===== src/rtl/fetch_unit_pkg.sv =====
// Shared types and constants for the instruction fetch unit and its queue.
package fetch_unit_pkg;

  localparam logic [4:0]  STOP_OPCODE = 5'b11111;
  localparam logic [31:0] RESET_PC    = 32'h0000_0000;
  localparam logic [31:0] PC_STEP     = 32'd4;
  localparam int          FIFO_DEPTH  = 2;

  typedef enum logic [1:0] {
    FETCH     = 2'd0,
    HALT_PEND = 2'd1,
    HALTED    = 2'd2
  } fetch_state_e;

  typedef struct packed {
    logic [31:0] pc;
    logic [31:0] inst;
  } fetch_entry_t;

  function automatic logic is_stop(input logic [31:0] word);
    return word[31:27] == STOP_OPCODE;
  endfunction

endpackage


===== src/rtl/fetch_unit_if.sv =====
// Instruction-memory read bus: one-cycle request pulse, response strobe with data.
interface fetch_unit_if;
  logic        imem_req;
  logic [31:0] imem_addr;
  logic        imem_valid;
  logic [31:0] imem_rdata;

  modport master (output imem_req, imem_addr, input  imem_valid, imem_rdata);
  modport slave  (input  imem_req, imem_addr, output imem_valid, imem_rdata);
endinterface


===== src/rtl/fetch_unit_queue.sv =====
// Small {pc,inst} FIFO between the memory response and the operand-fetch stage.
module fetch_queue
  import fetch_unit_pkg::*;
(
  input  logic         clk,
  input  logic         rst_n,
  input  logic         push,
  input  logic         pop,
  input  logic         flush,
  input  fetch_entry_t wr_data,
  output fetch_entry_t head,
  output logic         full,
  output logic         empty
);

  localparam int            PW       = (FIFO_DEPTH > 1) ? $clog2(FIFO_DEPTH) : 1;
  localparam logic [PW-1:0] PTR_ONE  = PW'(1);
  localparam logic [PW-1:0] PTR_LAST = PW'(FIFO_DEPTH - 1);
  localparam logic [PW:0]   CNT_ONE  = (PW+1)'(1);
  localparam logic [PW:0]   CNT_FULL = (PW+1)'(FIFO_DEPTH);

  fetch_entry_t  mem_q [FIFO_DEPTH];
  fetch_entry_t  mem_d [FIFO_DEPTH];
  logic [PW-1:0] rd_ptr_q, rd_ptr_d;
  logic [PW-1:0] wr_ptr_q, wr_ptr_d;
  logic [PW:0]   cnt_q, cnt_d;
  logic          do_push, do_pop;

  function automatic logic [PW-1:0] ptr_inc(input logic [PW-1:0] p);
    return (p == PTR_LAST) ? '0 : p + PTR_ONE;
  endfunction

  assign full  = (cnt_q == CNT_FULL);
  assign empty = (cnt_q == '0);
  assign head  = mem_q[rd_ptr_q];

  always_comb begin
    do_pop   = pop & ~empty;
    // a full queue only accepts a write when the head leaves in the same cycle
    do_push  = push & (~full | do_pop);
    mem_d    = mem_q;
    rd_ptr_d = rd_ptr_q;
    wr_ptr_d = wr_ptr_q;
    cnt_d    = cnt_q;
    if (flush) begin
      rd_ptr_d = '0;
      wr_ptr_d = '0;
      cnt_d    = '0;
    end else begin
      if (do_push) begin
        mem_d[wr_ptr_q] = wr_data;
        wr_ptr_d        = ptr_inc(wr_ptr_q);
      end
      if (do_pop) rd_ptr_d = ptr_inc(rd_ptr_q);
      if (do_push && !do_pop)      cnt_d = cnt_q + CNT_ONE;
      else if (!do_push && do_pop) cnt_d = cnt_q - CNT_ONE;
    end
  end

  always_ff @(posedge clk) begin
    if (!rst_n) begin
      for (int i = 0; i < FIFO_DEPTH; i++) mem_q[i] <= '0;
      rd_ptr_q <= '0;
      wr_ptr_q <= '0;
      cnt_q    <= '0;
    end else begin
      mem_q    <= mem_d;
      rd_ptr_q <= rd_ptr_d;
      wr_ptr_q <= wr_ptr_d;
      cnt_q    <= cnt_d;
    end
  end

endmodule


===== src/rtl/fetch_unit.sv =====
// Sequential instruction fetch: one outstanding read, 2-deep output queue,
// branch redirect with stale-response drop, and halt on the stop opcode.
module fetch_unit
  import fetch_unit_pkg::*;
(
  input  logic                clk,
  input  logic                rst_n,
  fetch_unit_if.master        imem,
  input  logic                branch_taken,
  input  logic [31:0]         branch_pc,
  output logic                out_valid,
  input  logic                out_ready,
  output logic [31:0]         inst,
  output logic [31:0]         pc,
  output logic                halted
);

  fetch_state_e state_q, state_d;
  logic [31:0]  fetch_pc_q, fetch_pc_d;
  logic [31:0]  req_pc_q, req_pc_d;
  logic         outst_q, outst_d;
  logic         drop_q, drop_d;

  logic         redirect, rsp, keep, stop_push, pop, room, issue;
  logic         q_full, q_empty;
  fetch_entry_t q_head, q_wr;

  always_comb begin
    state_d    = state_q;
    fetch_pc_d = fetch_pc_q;
    req_pc_d   = req_pc_q;
    outst_d    = outst_q;
    drop_d     = drop_q;

    redirect  = branch_taken & (state_q != HALTED);
    rsp       = imem.imem_valid & outst_q;
    // responses are kept only while fetching and only if not stale
    keep      = rsp & ~drop_q & ~redirect & (state_q == FETCH);
    stop_push = keep & is_stop(imem.imem_rdata);
    out_valid = ~q_empty & (state_q != HALTED);
    pop       = out_valid & out_ready;
    // occupancy after this cycle's push/pop must leave a slot for the new request
    room      = q_full ? (pop & ~keep) : (q_empty | ~keep | pop);
    issue     = rst_n & (state_q == FETCH) & ~redirect & ~stop_push &
                (~outst_q | (rsp & ~drop_q)) & room;

    q_wr.pc   = req_pc_q;
    q_wr.inst = imem.imem_rdata;

    if (issue) begin
      outst_d  = 1'b1;
      req_pc_d = fetch_pc_q;
    end else if (rsp) begin
      outst_d = 1'b0;
    end

    if (rsp)                      drop_d = 1'b0;
    else if (redirect && outst_q) drop_d = 1'b1;

    if (redirect)   fetch_pc_d = branch_pc;
    else if (issue) fetch_pc_d = fetch_pc_q + PC_STEP;

    case (state_q)
      FETCH:     if (stop_push) state_d = HALT_PEND;
      // delivering the stop word wins over a same-cycle redirect
      HALT_PEND: if (pop && is_stop(q_head.inst)) state_d = HALTED;
                 else if (redirect)               state_d = FETCH;
      HALTED:    state_d = HALTED;
      default:   state_d = FETCH;
    endcase
  end

  always_ff @(posedge clk) begin
    if (!rst_n) begin
      state_q    <= FETCH;
      fetch_pc_q <= RESET_PC;
      req_pc_q   <= RESET_PC;
      outst_q    <= 1'b0;
      drop_q     <= 1'b0;
    end else begin
      state_q    <= state_d;
      fetch_pc_q <= fetch_pc_d;
      req_pc_q   <= req_pc_d;
      outst_q    <= outst_d;
      drop_q     <= drop_d;
    end
  end

  fetch_queue u_queue (
    .clk     (clk),
    .rst_n   (rst_n),
    .push    (keep),
    .pop     (pop),
    .flush   (redirect),
    .wr_data (q_wr),
    .head    (q_head),
    .full    (q_full),
    .empty   (q_empty)
  );

  assign imem.imem_req  = issue;
  assign imem.imem_addr = issue ? fetch_pc_q : '0;
  assign inst           = q_head.inst;
  assign pc             = q_head.pc;
  assign halted         = (state_q == HALTED);

endmodule


===== src/flat_wrapper.sv =====
// flat-port wrapper written by rule: the top's interface ports become plain ports
module fetch_unit_flat import fetch_unit_pkg::*;
  (clk, rst_n, branch_taken, branch_pc, out_valid, out_ready, inst, pc, halted, imem_imem_req, imem_imem_addr, imem_imem_valid, imem_imem_rdata);
  fetch_unit_if imem_i ();
  input  logic clk;
  input  logic rst_n;
  input  logic branch_taken;
  input  logic [31:0] branch_pc;
  output logic out_valid;
  input  logic out_ready;
  output logic [31:0] inst;
  output logic [31:0] pc;
  output logic halted;
  output wire logic [$bits(imem_i.imem_req)-1:0] imem_imem_req;
  output wire logic [$bits(imem_i.imem_addr)-1:0] imem_imem_addr;
  input wire logic [$bits(imem_i.imem_valid)-1:0] imem_imem_valid;
  input wire logic [$bits(imem_i.imem_rdata)-1:0] imem_imem_rdata;
  assign imem_imem_req = imem_i.imem_req;
  assign imem_imem_addr = imem_i.imem_addr;
  assign imem_i.imem_valid = imem_imem_valid;
  assign imem_i.imem_rdata = imem_imem_rdata;
  fetch_unit u_core (.clk(clk), .rst_n(rst_n), .imem(imem_i), .branch_taken(branch_taken), .branch_pc(branch_pc), .out_valid(out_valid), .out_ready(out_ready), .inst(inst), .pc(pc), .halted(halted));
endmodule

===== config.mk =====
export PLATFORM = sky130hd
export DESIGN_NAME = fetch_unit_flat
export DESIGN_NICKNAME = d
export VERILOG_FILES = /design/src/rtl/fetch_unit_pkg.sv /design/src/rtl/fetch_unit_if.sv /design/src/rtl/fetch_unit_queue.sv /design/src/rtl/fetch_unit.sv /design/src/flat_wrapper.sv
export SDC_FILE = /design/constraint.sdc
export NUM_CORES = 1
export LEC_CHECK = 0
export CAP_MARGIN = 25
export CORE_ASPECT_RATIO = 0.75
export CORE_MARGIN = 5
export CORE_UTILIZATION = 56
export CTS_CLUSTER_DIAMETER = 150
export DETAILED_ROUTE_END_ITERATION = 12
export GPL_ROUTABILITY_DRIVEN = 0
export PLACE_DENSITY = 0.86
export RECOVER_POWER = 25
export SLEW_MARGIN = 40
export SYNTH_ARGS = -nofsm -noshare
export SYNTH_HDL_FRONTEND = slang
export SYNTH_SLANG_ARGS = --single-unit

===== constraint.sdc =====
create_clock -name clk -period 5.5 [get_ports clk]
set_input_delay 0.55 -clock clk [delete_from_list [all_inputs] [get_ports clk]]
set_output_delay 0.55 -clock clk [all_outputs]
set_load 0.05 [all_outputs]

==> impl_metrics.ini <==
[detailed_routing]
first_iter_violations = 679
wl_um = 23400
post_drt_wl_per_cell_um = 16.6
detail-route-antenna-nets = 0
via_per_inst = 5.68
drt_first_pass_iters = 6
drc = 0
vias = 8027

[clock_tree]
hold_buffers = 0
clkTransAtPathRegs_ns = 0.07
cts_sinks = 200
cts.repair.resized = 0
cts_buffers = 17
cts_htree_levels = 4
cts_setup_buffers = 0
cts_buffer_depth = 2
cts_tree = built
insertion_delay_ns = 0.43
ctsRootBufferMaster = clkbuf_16

[critical_path]
worst-setup-path-type = in2out
max_stage_delay_ns = 0.81
critPathLaunch = rst_n
timing.critical_path.buf_inv = 6
r2r_setup_slack_ns = 1.75
r2r.worst_path.cells = 6
r2r-start = u_core.outst_q$_SDFFE_PN0P_
crit_path_end_kind = output port
cp-endpoint = imem_imem_addr[8]
crit_slowest_cell = clkbuf_1
r2r_end = u_core.fetch_pc_q[10]$_SDFFE_PN0P_
cp_cell_sequence = dlygate4sd3_1 > clkbuf_1 > or3b_1 > a21oi_1 > nand4_1 > clkinv_2 > buf_4 > nand2_1 > inv_1 > buf_12
critPathLaunchType = input port
cp.arrival_ns = 3.84
critPathMaxFanout = 46
cpLargestDelayFamily = buffers and inverters
cp_num_cells = 10
crit_required_ns = 4.95

[sta]
max_slew_margin = -0.797
finClkSkew_ns = 0.0123
fin_crit_ns = 4.39
tightestPinTransition_ns = 2.70
hold_viol = 0
slew_violations = 261
setup_viol = 0
finalSetupTns_ns = 0
grt_setup_unrepaired = no
post-route-period-util = 0.798
fmax_mhz = 228

[synth]
async_flop_share = 0
ys_types = 51
synth_top_family_by_area = simple AND/OR/NAND/NOR gates
synthXorXnorAreaFrac = 0.00511
yosysWarnings = 0
synthMuxAreaShare = 0.0946
yosys.area.top_type = dfxtp_1
ys_top_cells_by_area = dfxtp_1 (47%), nand2_1 (15%), a21oi_1 (10%)
yosysSeqAreaShare = 0.467
syn_area_um2 = 8570
syn-instance-count = 1071
synthAdderAreaFrac = 0.00292
synth-edff-count = 0
synth_ff_type = dfxtp_1
syn_avg_cell_area_um2 = 8.00
yosysMostFrequentCell = nand2_1
syn-num-nets = 1142
yosys.area_share.simple = 0.215
synth.ff_latch_count = 200
synth_compound_area_frac = 0.159
yosysTopAreaCellShare = 0.467
netlist_top_cells_count = nand2_1 (341), dfxtp_1 (200), a21oi_1 (171)

[final_layout]
n_antenna_cell = 0
final_nets = 1265
instances_no_fill = 1412
utilization = 0.742
drive_above_1_share = 0.125
syn_to_final_growth_pct = 30.9

[place]
port_buffers = 167
dp.cells = 1379
detailed_place_hpwl_um = 15200

[die]
rows = 39
coreArea_um2 = 15100
dieWidth_um = 153
die_h_um = 117
pin_count = 168
initial_core_util = 0.567
die_area_um2 = 17900

[global_routing]
track_usage = 0.254
grt_antenna_before_repair = 1
grt_overflow_total = 0
grt_first_pass_wirelength_um = 37300
grt_pass1_vias = 7484
grt_max_degree = 65

[status]
violations = max-capacitance violations, max-slew violations
status = finished with violations

[worst_hold_path]
hold_path.class = reg2reg
hold_start = u_core.u_queue.mem_q[2]$_SDFFE_PN0P_

[power]
powerDensity_nw_per_um2 = 273
vdd_drop_max_uv = 286
power.total_mw = 3.07
p_leak_nw = 4.10

[flow_run]
maxCapViolCount = 5
-- worst min-delay path: stages (launching register included) --
cell and delay [ns]:
dfxtp_1 0.31, nand2_1 0.05, a21oi_1 0.05
-- final cells by class --
type                    count  area [um2]
clock buffers              19         443
flip-flops and latches    200        4000
repair buffers            179        2110
multi-input cells         756        4090
clock inverters            13         164
well taps                 205         256
fillers                  1125        3910
inverters                  40         154
-- worst min path at each step --
stage	end	slack, ns	depth (start not counted)
2_1_floorplan	u_core.u_queue.mem_q[0]$_SDFFE_PN0P_	0.43	2
3_3_place_gp	u_core.u_queue.mem_q[26]$_SDFFE_PN0P_	0.44	2
3_5_place_dp	u_core.u_queue.mem_q[2]$_SDFFE_PN0P_	0.44	2
4_1_cts	u_core.u_queue.mem_q[119]$_SDFFE_PN0P_	0.45	2
5_1_grt	u_core.u_queue.mem_q[2]$_SDFFE_PN0P_	0.47	2
6_report	u_core.u_queue.mem_q[2]$_SDFFE_PN0P_	0.45	2
-- cells by family (layout without fill, tap and decap cells) --
kind of cell	count (synthesis)	count (layout)
adder cells (fa/ha/maj)	2	2
multiplexers	73	73
AO/OA/AOI/OAI	242	242
XOR/XNOR	5	5
AND/OR/NAND/NOR	434	434
flip-flops	200	200
buffers and inverters	115	251
-- layout by cell type (no fill, tap or decap), drive strengths merged, types with 8 or more instances in the layout --
master           n
clkdlybuf4s50  131
nor2            21
a311oi           8
or4              9
dfxtp          200
a31oi           11
a21oi          172
o21ai           22
clkbuf          24
mux2            64
nand4           11
nand3           11
mux2i            9
nand2          341
buf             40
nand2b           8
inv             44
-- metal layers --
layer | track usage | wire length (um) | vias up
li1 | - | - | 3862
met1 | 0.342 | 10400 | 3786
met2 | 0.407 | 10600 | 334
met3 | 0.0757 | 2050 | 43
met4 | 0.0635 | 374 | 2
met5 | 0 | 11 | -
-- state kept, by name, summed over array words and instances, names as in the netlist, 2 cells and up --
register and cells:
u_core.u_queue.cnt_q 2, u_core.req_pc_q 32, u_core.state_q 2, u_core.fetch_pc_q 32, u_core.u_queue.mem_q 128
-- power by group --
| group | internal, mW | leakage, nW | switching, mW |
|---|---|---|---|
| clock | 0.733 | 0.291 | 0.555 |
| sequential | 1.48 | 1.62 | 0.0340 |
| combinational | 0.116 | 2.18 | 0.152 |
| total | 2.33 | 4.10 | 0.740 |
-- through the flow --
stage | setup slack (ns) | area (um2) | hold slack [ns]
floorplan | 2.66 | 8570 | 0.433
global placement | 1.69 | 10600 | 0.438
detailed placement | 1.65 | 10600 | 0.443
CTS | 1.65 | 11200 | 0.454
global route | 0.822 | 11200 | 0.468
finish | 1.11 | 11200 | 0.452
(Power assumes the default switching activity.)
